$ cat src/rtl/axi4_wdrop_bresp_sender.sv
// Routes or sinks W bursts following the RAB's per-AW forward/drop decisions and
// injects a SLVERR B response for every sunk burst into gaps of the master B stream.
module axi4_wdrop_bresp_sender #(
  parameter int C_AXI_DATA_WIDTH = 32,
  parameter int C_AXI_ID_WIDTH   = 4,
  parameter int C_AXI_USER_WIDTH = 4,
  parameter int C_ORDER_DEPTH    = 4,
  parameter int C_BDROP_DEPTH    = 4
) (
  input  logic                            axi4_aclk,
  input  logic                            axi4_arstn,

  input  logic [C_AXI_ID_WIDTH-1:0]       trans_id,
  input  logic                            trans_accept,
  input  logic                            trans_drop,
  output logic                            trans_ready,

  input  logic [C_AXI_DATA_WIDTH-1:0]     s_axi4_wdata,
  input  logic [C_AXI_DATA_WIDTH/8-1:0]   s_axi4_wstrb,
  input  logic                            s_axi4_wlast,
  input  logic [C_AXI_USER_WIDTH-1:0]     s_axi4_wuser,
  input  logic                            s_axi4_wvalid,
  output logic                            s_axi4_wready,

  output logic [C_AXI_DATA_WIDTH-1:0]     m_axi4_wdata,
  output logic [C_AXI_DATA_WIDTH/8-1:0]   m_axi4_wstrb,
  output logic                            m_axi4_wlast,
  output logic [C_AXI_USER_WIDTH-1:0]     m_axi4_wuser,
  output logic                            m_axi4_wvalid,
  input  logic                            m_axi4_wready,

  output logic [C_AXI_ID_WIDTH-1:0]       s_axi4_bid,
  output logic [1:0]                      s_axi4_bresp,
  output logic [C_AXI_USER_WIDTH-1:0]     s_axi4_buser,
  output logic                            s_axi4_bvalid,
  input  logic                            s_axi4_bready,

  input  logic [C_AXI_ID_WIDTH-1:0]       m_axi4_bid,
  input  logic [1:0]                      m_axi4_bresp,
  input  logic [C_AXI_USER_WIDTH-1:0]     m_axi4_buser,
  input  logic                            m_axi4_bvalid,
  output logic                            m_axi4_bready
);

  localparam int OA_W = $clog2(C_ORDER_DEPTH);
  localparam int BA_W = $clog2(C_BDROP_DEPTH);

  typedef enum logic {B_IDLE, B_INJECT} b_state_t;

  // Order FIFO of {drop, id}; pointers carry one extra wrap bit
  logic [C_AXI_ID_WIDTH:0]   ord_mem [C_ORDER_DEPTH];
  logic [OA_W:0]             ord_wr_ptr, ord_rd_ptr;
  logic                      ord_empty, ord_full, ord_push, ord_pop;
  logic [C_AXI_ID_WIDTH:0]   ord_head;
  logic                      head_drop;
  logic [C_AXI_ID_WIDTH-1:0] head_id;

  logic [C_AXI_ID_WIDTH-1:0] bd_mem [C_BDROP_DEPTH];
  logic [BA_W:0]             bd_wr_ptr, bd_rd_ptr;
  logic                      bd_empty, bd_full, bd_push, bd_pop;

  b_state_t                  b_state;
  logic                      injecting;

  assign ord_empty = (ord_wr_ptr == ord_rd_ptr);
  assign ord_full  = (ord_wr_ptr[OA_W] != ord_rd_ptr[OA_W]) &&
                     (ord_wr_ptr[OA_W-1:0] == ord_rd_ptr[OA_W-1:0]);
  assign trans_ready = !ord_full;
  assign ord_push  = (trans_accept | trans_drop) & trans_ready;
  assign ord_head  = ord_mem[ord_rd_ptr[OA_W-1:0]];
  assign head_drop = ord_head[C_AXI_ID_WIDTH];
  assign head_id   = ord_head[C_AXI_ID_WIDTH-1:0];

  assign bd_empty = (bd_wr_ptr == bd_rd_ptr);
  assign bd_full  = (bd_wr_ptr[BA_W] != bd_rd_ptr[BA_W]) &&
                    (bd_wr_ptr[BA_W-1:0] == bd_rd_ptr[BA_W-1:0]);

  // W routing: a burst moves only once its AW decision sits at the FIFO head
  always_comb begin
    m_axi4_wvalid = 1'b0;
    s_axi4_wready = 1'b0;
    if (!ord_empty) begin
      if (head_drop) begin
        s_axi4_wready = s_axi4_wlast ? !bd_full : 1'b1;
      end else begin
        m_axi4_wvalid = s_axi4_wvalid;
        s_axi4_wready = m_axi4_wready;
      end
    end
  end

  assign m_axi4_wdata = s_axi4_wdata;
  assign m_axi4_wstrb = s_axi4_wstrb;
  assign m_axi4_wlast = s_axi4_wlast;
  assign m_axi4_wuser = s_axi4_wuser;

  assign ord_pop = s_axi4_wvalid & s_axi4_wready & s_axi4_wlast;
  assign bd_push = ord_pop & head_drop;
  assign bd_pop  = injecting & s_axi4_bready;

  always_ff @(posedge axi4_aclk) begin
    if (!axi4_arstn) begin
      ord_wr_ptr <= '0;
      ord_rd_ptr <= '0;
      bd_wr_ptr  <= '0;
      bd_rd_ptr  <= '0;
    end else begin
      if (ord_push) ord_wr_ptr <= ord_wr_ptr + (OA_W+1)'(1);
      if (ord_pop)  ord_rd_ptr <= ord_rd_ptr + (OA_W+1)'(1);
      if (bd_push)  bd_wr_ptr  <= bd_wr_ptr + (BA_W+1)'(1);
      if (bd_pop)   bd_rd_ptr  <= bd_rd_ptr + (BA_W+1)'(1);
    end
  end

  // FIFO storage holds data only; validity comes from the reset pointers
  always_ff @(posedge axi4_aclk) begin
    if (ord_push) ord_mem[ord_wr_ptr[OA_W-1:0]] <= {trans_drop, trans_id};
    if (bd_push)  bd_mem[bd_wr_ptr[BA_W-1:0]]   <= head_id;
  end

  // Injection waits for a cycle with no master response pending
  always_ff @(posedge axi4_aclk) begin
    if (!axi4_arstn) begin
      b_state <= B_IDLE;
    end else begin
      case (b_state)
        B_IDLE:   if (!bd_empty && !m_axi4_bvalid) b_state <= B_INJECT;
        B_INJECT: if (s_axi4_bready) b_state <= B_IDLE;
        default:  b_state <= B_IDLE;
      endcase
    end
  end

  assign injecting     = (b_state == B_INJECT);
  assign s_axi4_bvalid = injecting ? 1'b1 : m_axi4_bvalid;
  assign s_axi4_bid    = injecting ? bd_mem[bd_rd_ptr[BA_W-1:0]] : m_axi4_bid;
  assign s_axi4_bresp  = injecting ? 2'b10 : m_axi4_bresp;
  assign s_axi4_buser  = injecting ? '0 : m_axi4_buser;
  assign m_axi4_bready = injecting ? 1'b0 : s_axi4_bready;

endmodule

$ cat config.mk
export PLATFORM = sky130hd
export DESIGN_NAME = axi4_wdrop_bresp_sender
export DESIGN_NICKNAME = d
export VERILOG_FILES = /design/src/rtl/axi4_wdrop_bresp_sender.sv
export SDC_FILE = /design/constraint.sdc
export NUM_CORES = 1
export LEC_CHECK = 0
export BUFFER_PORTS_ARGS = -buffer_cell sky130_fd_sc_hd__buf_2
export CORE_MARGIN = 1.5
export CORE_UTILIZATION = 43
export CTS_BUF_LIST = sky130_fd_sc_hd__clkbuf_16
export DETAILED_ROUTE_END_ITERATION = 10
export HOLD_SLACK_MARGIN = 0.06
export PLACE_DENSITY = 0.89
export SLEW_MARGIN = 20
export SYNTH_ARGS = -nofsm -noshare
export SYNTH_HDL_FRONTEND = slang
export SYNTH_SLANG_ARGS = --single-unit
$ cat constraint.sdc
create_clock -name axi4_aclk -period 2.1 [get_ports axi4_aclk]
set_clock_uncertainty 0.15 [all_clocks]
set_input_delay 0.105 -clock axi4_aclk [delete_from_list [all_inputs] [get_ports axi4_aclk]]
set_output_delay 0.105 -clock axi4_aclk [all_outputs]
set_load 0.02 [all_outputs]
==> key figures <==
Placement
  • Placed instance count: 277
  • Port bufs: 38
  • Final GP Congestion: 0.737
  • Hpwl dp: 3480 um

GRT
  • Largest net degree at the start of global routing: 21
  • Grt ovf: 0
  • First-pass GRT wire length: 6510 um
  • Initial antenna violation count: 0
  • Vias in the first global route: approximately 1.4k
  • Tot GR Track Use: 13.1%

Synthesis
  • Post-synth ARST share: 0%
  • Leading post-synthesis cells by cell area: edfxtp_1 40%, dfxtp_1 13%, buf_4 11%
  • Area leader, netlist: edfxtp_1
  • Sequential fraction of the synthesis area: 52.5%
  • Post-synth EDFFs: 36
  • Top-count cell post-synth: buf_4
  • Yosys warns: 0
  • Syn Inst Count: 204
  • Prevailing post-synth register cell: edfxtp_1
  • Avg Cell Area, Syn: roughly 13 um2
  • Top cells by count, synth: 41 x buf_4, 36 x edfxtp_1, 17 x dfxtp_1
  • Syn Std Cell Area: 2710 um2
  • #FFs+latches synth: 53
  • Yosys top cell area share: 40.0%
  • Post-synthesis cell type count: 32
  • Syn nets: 277

Final layout
  • Share of layout cells above drive strength 1: between 30 and 40%
  • Net count, final: 291
  • Final std cells w/o fill: around 290
  • Area of the multi-input gates: 945 um2
  • Fillers: 519
  • Area growth, synth to finish: 9.57%
  • Utilization after layout: 49.5%
  • ANT cells: 0
  • Reg area: roughly 1400 um2

STA
  • Slew HR: 63.3%
  • Fin. Hold Viols: 0
  • Min cycle time layout: 2.06 ns
  • Final worst path period share: 98.1%
  • Worst slew pin tran: 0.550 ns
  • FMAX: 485 MHz
  • Final Setup Violations: 0
  • Slew Limit Fails: 0
  • Sum Neg Setup Slack: 0 ns

Detailed routing
  • Via density: 4.90
  • DRT Wirelength: 4440 um
  • Via count: 1442
  • Remaining DRCs: 0
  • Starting DRT DRC Count: 32
  • Drt pass-1 iters: 6
  • Avg WL per Cell: 15.1 um
  • Routed Antenna Nets: 0

Floorplan
  • Core footprint: roughly 6000 um2
  • Ports: ~120
  • Die area: 6780 um2
  • Die W: 82.3 um
  • Die Span Y: around 82 um
  • Initial Util: between 40% and 50%
  • Cell row count: 28

Hold path
  • Hold Crit Start: s_axi4_wdata[12]
  • Worst Hold Class: in -> out

Clocking
  • CTS buffer count: 5
  • Worst-Skew Late Latency: 0.28 ns
  • Root buffer cell: clkbuf_16
  • Clk slew on worst S/H paths: roughly 0.060 ns
  • # H-tree levels: 2
  • Clock buffer depth: 2
  • CTS tree: done
  • Clk sinks: 53

Power and ir drop
  • Max IR drop VDD: between 0.0007 and 0.0008 V
  • Leak Pwr: 1.14 nW
  • Power Density: 806 nW/um2

Worst setup path
  • CP Class: reg -> out
  • Critical Path RT: between 1.5 and 2 ns
  • CP Launch Type: flop
  • Crit Path Max Fanout: 2
  • Worst r2r src: ord_wr_ptr[1]
  • Crit path DAT: 1.80 ns
  • Crit path launch: ord_mem[1][4]
  • Worst setup EP type: output port

Status
  • Status: completed

Flow run
  • # Max-Cap Violations: 0
-- what timing repair did --
action                                  4_1_cts  5_1_grt
hold endpoints to repair                     23        0
cloned                                        0        0
resized for setup                             2        6
hold buffers                                  7        0
endpoints found under the setup margin        1       14
buffers inserted                              2        0
-- metal layers --
metal / wire (um) / global-route usage [%] / up-vias
li1: - / - / 702
met3: 312 / 3.41 / 10
met5: 0 / 0 / -
met2: 2510 / 27.1 / 56
met4: 57 / 3.73 / 0
met1: 1560 / 12.1 / 674
-- final timing paths --
kind                            slack, ns                to  cells past startpoint
worst min-delay path                 0.06  m_axi4_wdata[12]                      0
worst max register to register       0.14      bd_mem[1][2]                      4
worst max-delay path                 0.04     m_axi4_wvalid                      5
worst min register to register       0.34      bd_wr_ptr[2]                      2
-- worst max-delay path, stage by stage, from the launching register on --
cell and delay, ns:
edfxtp_1 0.37, mux4_2 0.49, buf_4 0.16, buf_4 0.13
nor3_2 0.18, buf_2 0.19
-- logic make-up (layout without fill, tap and decap cells) --
logic type      Yosys count  after routing  share of synthesized area [%]
mux                      21             21                           12.7
flops                    53             53                           52.5
xor+xnor                 11             11                           3.56
buf+inv                  53             68                           13.3
fa+ha+maj                10             10                           4.63
compound gates            7              7                           2.08
simple gates             49             49                           11.2
-- registers in the layout, indices dropped and copies added, names as in the netlist, named ones only --
register	flops
ord_mem	20
bd_mem	16
bd_rd_ptr	3
bd_wr_ptr	3
ord_rd_ptr	3
ord_wr_ptr	3
b_state	1
-- stage by stage --
stage	hold slack [ns]	cell area, um2	total power [mW]	worst slack [ns]
floorplan	0.0539	2710	1.57	0.0906
global placement	0.0601	2700	1.55	0.148
detailed placement	0.0601	2700	1.56	0.102
CTS	0.0601	2950	2.41	0.0254
global route	0.0601	2960	2.50	-0.0211
finish	0.0600	2960	2.39	0.0402
-- final cells by class --
class / instances / share of cell area (%)
Sequential cell: 53 / 48.0
Multi-Input combinational cell: 98 / 31.9
Timing Repair Buffer: 52 / 10.6
Clock buffer: 6 / 5.07
Tap cell: 75 / 3.17
Inverter: 8 / 1.01
Clock inverter: 2 / 0.253
-- cells in the final DEF, fill, tap and decap left out, types with 7 or more instances in the layout --
cell type / count
inv_1: 9
edfxtp_1: 36
buf_4: 8
dfxtp_1: 16
nor2b_1: 7
and2_1: 9
nand2_1: 12
mux2i_1: 8
dlygate4sd3_1: 7
ha_1: 10
buf_2: 37
xnor2_1: 8
-- power breakdown --
group | internal (mW) | switching [mW] | leakage (nW)
combinational | 0.159 | 0.188 | 0.593
clock | 0.505 | 0.313 | 0.0808
sequential | 1.19 | 0.0310 | 0.468
Note: power is estimated with default switching activity, not from simulation.
